$ cat src/rtl/rr_mux4.sv
// rr_mux4: 4-to-1 valid/ready stream merge, round-robin grant,
// registered output tagged with source index, optional packet lock.
module rr_mux4 #(
  parameter int WIDTH    = 8,
  parameter bit PKT_LOCK = 1'b1
) (
  input  logic               clk,
  input  logic               rst_n,
  input  logic [4*WIDTH-1:0] in_data,
  input  logic [3:0]         in_valid,
  input  logic [3:0]         in_last,
  output logic [3:0]         in_ready,
  output logic [WIDTH-1:0]   out_data,
  output logic               out_valid,
  output logic               out_last,
  output logic [1:0]         out_sel,
  input  logic               out_ready
);

  typedef enum logic {
    ARB,
    LOCK
  } state_t;

  state_t     state_q;
  state_t     state_d;
  logic [1:0] last_grant_q;
  logic [1:0] lock_ch_q;
  logic [1:0] lock_ch_d;
  logic [1:0] gnt;
  logic [1:0] idx;
  logic       gnt_vld;
  logic       load;
  logic       accept;

  assign load = ~out_valid | out_ready;

  // Offsets scanned high to low so the nearest requester after
  // last_grant overwrites the rest.
  always_comb begin
    gnt     = last_grant_q;
    gnt_vld = 1'b0;
    idx     = '0;
    unique case (1'b1)
      (state_q == LOCK): begin
        gnt     = lock_ch_q;
        gnt_vld = in_valid[lock_ch_q];
      end
      default: begin
        for (int i = 4; i >= 1; i--) begin
          idx = last_grant_q + 2'(i);
          if (in_valid[idx]) begin
            gnt     = idx;
            gnt_vld = 1'b1;
          end
        end
      end
    endcase
  end

  assign accept = rst_n & load & gnt_vld;

  always_comb begin
    in_ready = '0;
    if (accept) in_ready[gnt] = 1'b1;
  end

  always_comb begin
    state_d   = state_q;
    lock_ch_d = lock_ch_q;
    unique case (state_q)
      ARB: begin
        if (PKT_LOCK && accept && !in_last[gnt]) begin
          state_d   = LOCK;
          lock_ch_d = gnt;
        end
      end
      LOCK: begin
        if (accept && in_last[gnt]) state_d = ARB;
      end
      default: state_d = ARB;
    endcase
  end

  always_ff @(posedge clk or negedge rst_n) begin
    if (!rst_n) begin
      state_q      <= ARB;
      lock_ch_q    <= '0;
      last_grant_q <= 2'd3;
    end else begin
      state_q   <= state_d;
      lock_ch_q <= lock_ch_d;
      if (accept) last_grant_q <= gnt;
    end
  end

  always_ff @(posedge clk or negedge rst_n) begin
    if (!rst_n) begin
      out_valid <= 1'b0;
      out_data  <= '0;
      out_last  <= 1'b0;
      out_sel   <= '0;
    end else if (accept) begin
      out_valid <= 1'b1;
      out_data  <= in_data[gnt*WIDTH +: WIDTH];
      out_last  <= in_last[gnt];
      out_sel   <= gnt;
    end else if (load) begin
      out_valid <= 1'b0;
    end
  end

endmodule
$ cat config.mk
export PLATFORM = sky130hd
export DESIGN_NAME = rr_mux4
export DESIGN_NICKNAME = d
export VERILOG_FILES = /design/src/rtl/rr_mux4.sv
export SDC_FILE = /design/constraint.sdc
export NUM_CORES = 1
export LEC_CHECK = 0
export CAP_MARGIN = 10
export CORE_ASPECT_RATIO = 1.1
export CORE_MARGIN = 10
export CORE_UTILIZATION = 29
export DETAILED_ROUTE_END_ITERATION = 6
export GPL_TIMING_DRIVEN = 0
export HOLD_SLACK_MARGIN = 0.1
export REMOVE_ABC_BUFFERS = 1
export SETUP_SLACK_MARGIN = 0.1
export SLEW_MARGIN = 15
export SYNTH_ARGS = -nofsm -noshare
export SYNTH_HDL_FRONTEND = slang
export SYNTH_SLANG_ARGS = --single-unit
$ cat constraint.sdc
create_clock -name clk -period 3.6 [get_ports clk]
set_input_delay 0.72 -clock clk [delete_from_list [all_inputs] [get_ports clk]]
set_output_delay 0.72 -clock clk [all_outputs]
set_load 0.005 [all_outputs]
==> results.json <==
{
  "switching_share_pct": 44.9,
  "avgRoutedWirePerCell_microns": 20.0,
  "hold_class": "reg -> reg",
  "route.detailed.drc": 0,
  "final_net_count": 239,
  "clock.fmax_ghz": 0.293,
  "placed_cell_area_sq_mm": 0.00185,
  "rsz0062_at_grt": "no",
  "cts_buffers": 3,
  "fin_tns_setup_ns": 0,
  "dieHeight_microns": 88.5,
  "rows": 24,
  "cell_internal_pwr_uw": 858,
  "finClkSkew_ns": 0.00188,
  "grt.overflow.total": 0,
  "track_usage_pct": 13.5,
  "cts_tree": "yes",
  "routed-via-count": 1416,
  "synth_ff_type": "dfrtp_1",
  "p_per_area_mw_per_mm2": 775,
  "max-cap-violations": 0,
  "synthCells": 134,
  "finalSetupViolCount": 0,
  "combPwrFrac_pct": 66.1,
  "design.core.area_sq_mm": 0.00405,
  "area_growth_pct": 62.4,
  "synthesis.area_sq_mm": 0.00124,
  "drtAntennaViolNets": 0,
  "layout-drive-gt1-share_pct": 13.8,
  "post_synth.cell_area_avg_sq_um": 9.23,
  "async_reset_ff_share_pct": 100,
  "register_area_sq_um": 428,
  "antenna_found_initial": 0,
  "grt_max_degree": 22,
  "hpwl_mm": 3.34,
  "ys_seq_elements": 17,
  "io_pins": 59,
  "gp_congestion": 0.827,
  "drt_iter0_markers": 141,
  "clockPowerShare_pct": 9.6,
  "max_slew_margin_pct": 55.9,
  "wl_mm": 4.93,
  "synth_cell_type_count": 41,
  "clk_path_buf_depth": 2,
  "multi_input_area_sq_um": 830,
  "p_switching_uw": 699,
  "p_leak_uw": 0.000798,
  "cp.arrival_ns": 2.70,
  "path_clk_slew_ns": 0.07,
  "crit_fanout": 5,
  "vdd_drop_max_mv": 0.345,
  "period_share_pct": 94.9,
  "viasPerCell": 5.73,
  "yosys_warnings": 0,
  "final_cell_area_sq_mm": 0.00201,
  "synth-seq-area-share_pct": 34.6,
  "slew_violations": 0,
  "start_util_pct": 30.5,
  "num-fill-cells": 402,
  "worst_pin_slew_ns": 0.658,
  "first_pass_iters": 4,
  "start_kind": "input pin",
  "cts_num_sinks": 17,
  "crit_path_end_kind": "primary output",
  "synth_edf_count": 0,
  "io_buffers": 58,
  "postLayoutCoreUtil_pct": 49.5,
  "status": "finished, final reports clean",
  "pwr-share-seq_pct": 24.3,
  "worst-setup-path-type": "in -> out",
  "htreeDepth": 1,
  "grt_pass1_vias": 1491,
  "fin_total_pwr_uw": 1560,
  "dieArea_sq_mm": 0.00728,
  "worst_ep_required_time_ns": 2.88,
  "fin_crit_ns": 3.42,
  "diodes": 0,
  "grt_pass1_wl_mm": 7.68,
  "die_x_microns": 82.3,
  "clkLatencyLatePin_ns": 0.26,
  "hold_viol_final": 0,
  "root_buffer": "clkbuf_8"
}
==> flip-flops by register name, summed over array words and instances (netlist names) <==
signal and flops:
last_grant_q 2, lock_ch_q 2, out_data 8, out_last 1, out_sel 2, out_valid 1, state_q 1
==> logic make-up after synthesis <==
family	Yosys count	share of synthesized area, %
AO/OA/AOI/OAI	50	35.2
multiplexers	3	3.44
buffers and inverters	14	5.36
flip-flops	17	34.6
AND/OR/NAND/NOR	50	21.4
==> cell usage after synthesis (all sizes together) (2+ instances only) <==
cell type / instances / area (sq um)
a221oi: 17 / 168
and2: 17 / 106
dfrtp: 15 / 375
nand2: 15 / 58.8
o31ai: 10 / 75.1
buf: 7 / 40.0
inv: 6 / 22.5
nand2b: 5 / 31.3
nor2: 5 / 18.8
a21oi: 3 / 18.8
nor3: 3 / 15.0
a21o: 2 / 15.0
a221o: 2 / 20.0
dfstp: 2 / 52.6
mux2i: 2 / 20.0
o21a: 2 / 15.0
o21ai: 2 / 10.0
or4: 2 / 15.0
==> critical path, cell delays in order <==
cell and delay (ns):
dlygate4sd2_1 0.31, or4_4 0.58, o211ai_1 0.23, o21bai_4 0.18
buf_4 0.16, nor3_1 0.05, clkdlybuf4s50_1 0.47
==> cells in the final DEF (no fill, tap or decap), types with 4 or more instances in the layout <==
cell	count
dlygate4sd2_1	4
nand2b_1	4
clkdlybuf4s50_1	53
o31ai_1	9
nand2_1	14
a221oi_1	14
buf_4	4
nor2_1	5
dfrtp_1	15
and2_1	17
inv_1	5
==> routing by layer <==
metal / wire [microns] / GRT usage [%]
met1: 2010 / 15.8
met3: 380 / 2.43
met5: 0 / 0
met4: 122 / 6.35
met2: 2420 / 23.1
==> power by group through the flow <==
stage	Sequential, uW	Combinational [uW]	Clock [uW]
after global placement	368	882	0
after floorplan	366	525	0
after global routing	392	1130	162
final	379	1030	150
after detailed placement	371	922	0
after CTS	377	1030	152
==> final timing paths <==
path	slack, ns	start	to	depth (start not counted)
min in group asynchronous	0.53	rst_n	out_valid	1
worst max register to register	1.22	last_grant_q[1]	lock_ch_q[0]	6
worst min register to register	0.48	out_sel[1]	out_sel[1]	1
worst min-delay path	0.48	out_sel[1]	out_sel[1]	1
worst max-delay path	0.18	in_valid[1]	in_ready[3]	7
max in group asynchronous	2.70	rst_n	last_grant_q[0]	1
==> layout make-up <==
cell class                      instances  share of cell area [%]
Sequential cell                        17                    21.3
Multi-Input combinational cell        105                    41.3
Tap cell                               52                    3.24
Clock buffer                            4                    2.24
Inverter                                6                    1.12
Timing Repair Buffer                   63                    30.8
==> timing repair <==
item | 4_1_cts | 5_1_grt
pin swaps | 3 | 1
hold endpoints to repair | 0 | 0
setup buffers | 3 | 1
resized for setup | 15 | 0
gates cloned | 2 | 0
endpoints found under the setup margin | 4 | 4
hold buffers | 0 | 0
==> metrics by stage <==
step | setup slack [ns] | cells | hold slack (ns)
floorplan | 0.779 | 126 | 0.424
global placement | -0.848 | 236 | 0.464
detailed placement | -0.751 | 237 | 0.468
CTS | 0.153 | 246 | 0.484
global route | 0.108 | 247 | 0.494
finish | 0.183 | 247 | 0.479
(Power assumes the default switching activity.)
